### config.mk
export PLATFORM = sky130hd
export DESIGN_NAME = seg7_display_arbiter
export DESIGN_NICKNAME = d
export VERILOG_FILES = /design/src/rtl/seg7_display_arbiter.sv
export SDC_FILE = /design/constraint.sdc
export NUM_CORES = 1
export LEC_CHECK = 0
export BUFFER_PORTS_ARGS = -buffer_cell sky130_fd_sc_hd__clkbuf_2
export CAP_MARGIN = 0
export CORE_UTILIZATION = 40
export DETAILED_ROUTE_END_ITERATION = 10
export GPL_TIMING_DRIVEN = 0
export PLACE_DENSITY = 0.65
export SETUP_SLACK_MARGIN = 0.02
export SYNTH_ARGS = -nofsm -noshare
export SYNTH_HDL_FRONTEND = slang
export SYNTH_SLANG_ARGS = --single-unit
### constraint.sdc
create_clock -name iCLK -period 3.49 [get_ports iCLK]
set_input_delay 0.8725 -clock iCLK [delete_from_list [all_inputs] [get_ports iCLK]]
set_output_delay 0.8725 -clock iCLK [all_outputs]
set_load 0.02 [all_outputs]
### src/rtl/seg7_display_arbiter.sv
// seg7_display_arbiter
// Round-robin time-sharing of an eight-digit hex 7-segment display between
// four 32-bit requesters. Each grant is held for DWELL cycles; iFREEZE pauses
// the dwell countdown. All outputs are registered, so there is no
// combinational path from the request inputs to oDIG.
//
// Optional feature: define SEG7_SRC_TAG_EN to replace digit 7 of oDIG with
// the owner index ({2'b00, oSRC}); otherwise oDIG carries the owner's word.
//
// Handshake: iREQ is a level request. A grant is signalled by a one-cycle
// pulse on oACK[g], and oDIG/oSRC reflect source g from that same cycle.
// A requester keeps iREQ high for as long as it wants to stay on screen.
// Nothing stalls on the display side, so there is no ready input.
//
// oSTATE exposes the FSM state for observation (0 = IDLE, 1 = HOLD).

module seg7_display_arbiter #(
  parameter int unsigned DWELL = 50_000_000
) (
  input  logic        iCLK,
  input  logic        iRST_N,
  input  logic [3:0]  iREQ,
  input  logic [31:0] iDATA0,
  input  logic [31:0] iDATA1,
  input  logic [31:0] iDATA2,
  input  logic [31:0] iDATA3,
  input  logic        iFREEZE,
  output logic [31:0] oDIG,
  output logic [1:0]  oSRC,
  output logic [3:0]  oACK,
  output logic        oVALID,
  output logic        oSTATE
);

  typedef enum logic {IDLE = 1'b0, HOLD = 1'b1} state_t;

  // Counter reload on a grant edge: the re-arbitration happens on the edge
  // where cnt is already 0, which gives exactly DWELL cycles per grant.
  localparam logic [31:0] DWELL_M1 = 32'(DWELL - 32'd1);

  state_t      state, state_n;
  logic [31:0] cnt, cnt_n;
  logic [1:0]  rr_ptr, rr_ptr_n;
  logic [31:0] dig_n;
  logic [1:0]  src_n;
  logic [3:0]  ack_n;
  logic        valid_n;

  logic [31:0] data_arr [4];
  logic [1:0]  pick;
  logic        any_req;

  assign data_arr[0] = iDATA0;
  assign data_arr[1] = iDATA1;
  assign data_arr[2] = iDATA2;
  assign data_arr[3] = iDATA3;
  assign any_req     = |iREQ;
  assign oSTATE      = (state == HOLD);

  // Word shown on the display for a given owner index.
  function automatic logic [31:0] shown(input logic [31:0] d, input logic [1:0] s);
`ifdef SEG7_SRC_TAG_EN
    return {2'b00, s, d[27:0]};
`else
    return d ^ {30'd0, s & 2'b00};
`endif
  endfunction

  // Round-robin pick: first requesting source at or above rr_ptr, mod 4.
  always_comb begin
    pick = rr_ptr;
    for (int k = 3; k >= 0; k--) begin
      if (iREQ[rr_ptr + 2'(k)]) pick = rr_ptr + 2'(k);
    end
  end

  // Next-state and next-output logic; every register holds by default.
  always_comb begin
    state_n  = state;
    cnt_n    = cnt;
    rr_ptr_n = rr_ptr;
    dig_n    = oDIG;
    src_n    = oSRC;
    ack_n    = 4'b0000;
    valid_n  = oVALID;
    unique case (state)
      IDLE: begin
        if (any_req) begin
          state_n  = HOLD;
          src_n    = pick;
          dig_n    = shown(data_arr[pick], pick);
          ack_n    = 4'b0001 << pick;
          valid_n  = 1'b1;
          cnt_n    = DWELL_M1;
          rr_ptr_n = pick + 2'd1;
        end
      end
      HOLD: begin
        // Live follow of the owner's data while it still requests.
        if (iREQ[oSRC]) dig_n = shown(data_arr[oSRC], oSRC);
        if (!iFREEZE) begin
          if (cnt != 32'd0) begin
            cnt_n = cnt - 32'd1;
          end else if (any_req) begin
            src_n    = pick;
            dig_n    = shown(data_arr[pick], pick);
            ack_n    = 4'b0001 << pick;
            valid_n  = 1'b1;
            cnt_n    = DWELL_M1;
            rr_ptr_n = pick + 2'd1;
          end else begin
            state_n = IDLE;
          end
        end
      end
      default: state_n = IDLE;
    endcase
  end

  // State and output registers with asynchronous active-low reset.
  always_ff @(posedge iCLK or negedge iRST_N) begin
    if (!iRST_N) begin
      state  <= IDLE;
      cnt    <= 32'd0;
      rr_ptr <= 2'd0;
      oDIG   <= 32'd0;
      oSRC   <= 2'd0;
      oACK   <= 4'b0000;
      oVALID <= 1'b0;
    end else begin
      state  <= state_n;
      cnt    <= cnt_n;
      rr_ptr <= rr_ptr_n;
      oDIG   <= dig_n;
      oSRC   <= src_n;
      oACK   <= ack_n;
      oVALID <= valid_n;
    end
  end

endmodule

Yosys cells after proc, flatten, opt, wreduce, memory -nomap -nowiden
Cells that the tools add are included.
{ "totals": {"reg_bits": 74, "in_bits": 135, "out_inout_bits": 40, "elab_cells": 79} }
{ "op_classes": {"addsub": 5, "order_cmp": 7, "eq_ne": 3, "shifts": 1, "n_mux": 50, "bitwise": 3, "n_reduce_logical": 3} }
{ "op_table": {"columns": ["operator", "n"], "rows": [
  ["$mux W32", 12],
  ["$bmux W32 S2", 2],
  ["$pmux W32 S2", 2],
  ["$reduce_bool A32 Y1", 1],
  ["$sub A32 B1 Y32 const B", 1],
  ["$mux W2", 10],
  ["$lt A2 B3 Y1 const B", 5],
  ["$mux W4", 3],
  ["$mux W1", 11],
  ["$bmux W1 S2", 5],
  ["$pmux W2 S2", 2],
  ["$pmux W4 S2", 1],
  ["$ge A3 B3 Y1 const B", 2],
  ["$ne A2 B2 Y1 const B", 3],
  ["$not A2 Y3", 2],
  ["$add A2 B1 Y2 const B", 2],
  ["$add A2 B2 Y2 const B", 2],
  ["$pmux W1 S2", 2],
  ["$reduce_or A4 Y1", 1],
  ["$shl A1 B2 Y4 const A", 1],
  ["$reduce_and A2 Y1", 1],
  ["$not A1 Y1", 1]
]} }

Depth between registers and ports, before layout
{ "logic_depth": {"word_depth": 15, "mapped_depth": 10, "mapped_depth_nobuf": 7} }

Worst setup path before layout
Ideal clock, no wire load.
{ "synth_path": {"kind": "input -> register", "start": "in iREQ[1]", "end": "reg oDIG[0]", "setup_ns": 0.123, "t_arrival_ns": 2.735, "required_ns": 3.367, "path_slack_ns": 0.632, "path_stages": 7, "path_buffers": 1, "path_cell_list": "nor4_1 a21boi_2 a22oi_1 nand2_1 buf_2 o22ai_1 a21oi_1"} }
{ "synth_between": {"elab_chain_len": 14, "word_cells_on_any_way": 26, "classes_between": "eq/ne (1); mux (23); bitwise (1); reduce/logical (1)"} }
{ "synth_lines": {"columns": ["element", "line", "source"], "rows": [
  ["start, declared", "22", "input logic [3:0] iREQ,"],
  ["$bmux W1 S2", "73", "if (iREQ[rr_ptr + 2'(k)]) pick = rr_ptr + 2'(k);"],
  ["$mux W1 (not written as such)", "73", null],
  ["$mux W2 (4 in series)", "73", null],
  ["$not A2 Y3 (not written as such)", "91, 106", null],
  ["$bmux W32 S2", "91, 106", null],
  ["$mux W32 (not written as such) (2 in series)", "91, 106", null],
  ["$mux W32", "104", "end else if (any_req) begin"],
  ["$mux W32", "102", "if (cnt != 32'd0) begin"],
  ["$mux W32", "101", "if (!iFREEZE) begin"],
  ["$pmux W32 S2", "86", "unique case (state)"],
  ["end signal, assigned", "134", "oDIG <= dig_n;"],
  ["end, declared", "28", "output logic [31:0] oDIG,"]
]} }
Parallel ways exist; a longest one is shown, timed or not. The select of a mux whose other input is x is not followed.
A chain may end at the register's enable or synchronous reset.

Worst setup path after layout
{ "layout_path": {"start": "in iREQ[0]", "end": "reg rr_ptr[1]"} }
{ "layout_between": {"elab_chain_len": 11, "word_cells_on_any_way": 18, "classes_between": "add/sub (1); mux (16); reduce/logical (1)"} }
{ "layout_lines": {"columns": ["element", "line", "source"], "rows": [
  ["$bmux W1 S2", "73", null],
  ["$mux W1 (not written as such)", "73", null],
  ["$mux W2 (3 in series)", "73", null],
  ["$mux W2 *", "73", null],
  ["via pick[1]", "50", "logic [1:0] pick;"],
  ["$add A2 B1 Y2 *", "95, 110", null],
  ["$mux W2 *", "88, 104", null],
  ["$mux W2", "102", null],
  ["$mux W2", "101", null],
  ["$pmux W2 S2 *", "86", null],
  ["end signal, assigned", "133", "rr_ptr <= rr_ptr_n;"],
  ["end, declared", "43", "logic [1:0] rr_ptr, rr_ptr_n;"]
]} }
The timed path passes the listed nets; every way through them passes the cells marked *. The select of a mux whose other input is x is not followed.

==> results.cfg <==
[place]
place_ws_ns = 0.0588
place_congestion = 0.905
dpl.hpwl_mm = 14.1
io_buffers = 173

[timing]
setup-violations-final = 0
fin_setup_tns_ns = 0
fin_crit_ns = 3.08
setup_ws_ns = 0.411
fmax_ghz = 0.325
relSlewSlack_pct = 20.1
finalClockSkew_ns = 0.00575
period_share_pct = 88.2
drv_slew = 0
tightest_slew_ns = 1.19
rsz0062_at_grt = false
hold_violations = 0

[synthesis]
syn_avg_cell_area_um2 = 8.94
async_flop_share_pct = 100
synth_top_family_by_area = compound AO/OA/AOI/OAI gates
synthXorXnorAreaFrac_pct = 0
synth_compound_area_share_pct = 28.3
syn-cell-area_um2 = 5440
ys_ff_latch = 74
ys_types = 59
muxShareOfSynthArea_pct = 14.3
synth_nets = 749
synthCells = 608
synth_ff_type = dfrtp_1
synth-simple-area-share_pct = 17.4
synthAdderAreaFrac_pct = 1.38
ys_warn_count = 0
seq_area_frac_synth_pct = 34.1
synth-edff-count = 0

[setup_path]
cp_cell_sequence = clkbuf_2 > nor2b_1 > or4_1 > nand2_1 > clkbuf_1 > clkbuf_1 > ha_1 > mux2_2
crit_fanout = 11
crit_required_ns = 3.73
cp_top_family = buffers and inverters
critPathBufInv = 3
end_kind = flop
slowest_delay_ns = 0.50
slowest_stage = or4_1
crit_path_frequent_cell = clkbuf_1
path_class = in2reg
crit_path_start_kind = input port
cp.arrival_ns = 3.32

[die]
start_util_pct = 41.1
rows = 42
coreArea_um2 = 13200
dieHeight_um = 119
io-pin-count = 175
die_area_um2 = 14100
die_w_um = 119

[grt]
grt_usage_pct = 28.2
grt_overflow = 0
grt_max_degree = 63
grt_pass1_vias = 6091
grt_pass1_wl_mm = 31.2
antenna_found_initial = 0

[clocking]
cts-root-buf = clkbuf_16
cts_made_buffers = 9
cts_sinks = 74
cts.clk_slew.worst_paths_ns = 0.06
cts_tree = done
worstSkewPairLatency_ns = 0.35
cts_buffer_depth = 2
cts_setup_buffers = 0
postCtsHoldBufs = 0
htreeDepth = 3
ctsResizeCount = 0

[power_and_ir_drop]
leakagePower_nw = 2.93
finalPower_mw = 4.68
cellPowerDensity_nw_per_um2 = 682
vdd_drop_max_mv = 0.390

[route]
wl_per_cell_um = 20.1
routed-via-count = 6155
drt_iter0_markers = 565
drc_errors = 0
dr.pass1.iters = 5
vias_per_cell = 6.32
antenna_left = 0
routed_wl_mm = 19.6

[finish]
nNetsFinal = 934
area_growth_pct = 26.1
drive_above_1_share_pct = 31.2
antenna_cells = 0

[job]
maxCapViolations = 0

[status]
status = finished clean

[worst_hold_path]
hold_path.class = in2async
[worst register-to-register path: stages, from the launching register on]
cell and delay (ns):
dfrtp_1 0.43, or4_1 0.51, buf_2 0.17, nor4_1 0.47, buf_2 0.31, nand4_1 0.16
nand3_1 0.29, buf_2 0.31, o22ai_1 0.12, a21oi_1 0.16
[metal layers]
metal / GRT usage, % / routed length, um / up-vias / share of wire [%]
li1: - / - / 2740 / -
met1: 37.2 / 8290 / 3021 / 42
met2: 44.7 / 9190 / 351 / 47
met3: 5.74 / 1540 / 43 / 7.9
met4: 12.5 / 579 / 0 / 3.0
met5: 0 / 0 / - / 0
[cells by family (layout without fill, tap and decap cells)]
group	count (synthesis)	after routing
AOI/OAI and AO/OA	232	232
adders and majority gates	6	6
buffers and inverters	59	249
DFF	74	74
muxes	36	36
and+or+nand+nor	201	201
[worst paths after layout]
check | from | end | slack, ns | depth (start not counted)
setup reg to reg | cnt[14]$_DFFE_PN0P_ | oDIG[27]$_DFFE_PN0P_ | 0.49 | 9
min in group iCLK | oVALID$_DFFE_PN0N_ | oVALID$_DFFE_PN0N_ | 0.47 | 1
hold / removal | iRST_N | oDIG[24]$_DFFE_PN0P_ | 0.41 | 1
hold reg to reg | oVALID$_DFFE_PN0N_ | oVALID$_DFFE_PN0N_ | 0.47 | 1
setup / recovery | iREQ[0] | rr_ptr[1]$_DFFE_PN0P_ | 0.41 | 8
max in group asynchronous | iRST_N | oVALID$_DFFE_PN0N_ | 2.50 | 2
[sequential cells by signal, indices dropped and copies added, names as in the netlist]
register	count
oDIG	32
oVALID	1
oSRC	2
cnt	32
oSTATE	1
rr_ptr	2
oACK	4
[where the power goes]
part	internal, mW	switching (mW)	leakage (nW)	total, mW
sequential	1.08	0.157	0.833	1.23
combinational	0.980	1.52	1.95	2.50
clock	0.552	0.394	0.145	0.946
[metrics by stage]
step           cells  util [%]  cell area (um2)  hold WS (ns)
2_1_floorplan    608         -             5440         0.445
3_3_place_gp     957      49.3             6520         0.451
3_5_place_dp     958      49.5             6560         0.457
4_1_cts          974      51.8             6860         0.400
5_1_grt          974      51.8             6860         0.409
6_report         974      51.8             6860         0.405
[cells in the final DEF, fill, tap and decap left out, types with 2 or more instances in the layout]
cell type and count:
buf_2 9, ha_1 6, dfrtp_1 74, o21ai_0 25
a21oi_1 87, mux4_2 33, clkbuf_1 31, and3_1 7
o41ai_1 3, nand2_1 117, mux2_2 2, o211ai_1 2
o21ai_1 9, or3_1 3, buf_1 6, or4_1 4
buf_4 3, nand4_1 3, clkinv_2 3, inv_1 9
a21o_1 4, nor4_1 12, o31ai_1 7, nor3_1 13
nor2b_1 5, nand2b_1 4, a31oi_1 10, clkbuf_2 172
clkinv_4 2, nor2_1 15, o22ai_1 32, nand3_1 7
a32oi_1 2, a32o_1 33, a211o_1 2, or4_4 2
clkbuf_16 9
[layout make-up]
class | count | area [um2]
well taps | 176 | 220
clock inverters | 7 | 70.1
clock buffers | 9 | 225
inverters | 9 | 33.8
multi-input cells | 475 | 3340
flip-flops and latches | 74 | 1850
plain buffers | 50 | 218
fillers | 1284 | 6390
repair buffers | 174 | 896
[synth_stat cells, types with 3 or more instances]
cell	count	area share [%]
a21o_1	4	0.55
a21oi_1	87	8.0
a31oi_1	10	1.2
a32o_1	33	6.1
and3_1	7	0.81
buf_1	6	0.41
buf_2	9	0.83
buf_4	3	0.41
clkbuf_1	31	2.1
dfrtp_1	74	34
ha_1	6	1.4
inv_1	9	0.62
mux4_2	33	14
nand2_1	117	8.1
nand2b_1	4	0.46
nand3_1	7	0.64
nand4_1	3	0.35
nor2_1	15	1.0
nor2b_1	5	0.58
nor3_1	13	1.2
nor4_1	13	1.5
o21ai_0	25	2.3
o21ai_1	9	0.83
o22ai_1	32	3.7
o31ai_1	7	0.97
o41ai_1	3	0.48
or3_1	3	0.35
or4_1	4	0.55
No activity file was read; power rests on OpenSTA's default activity.
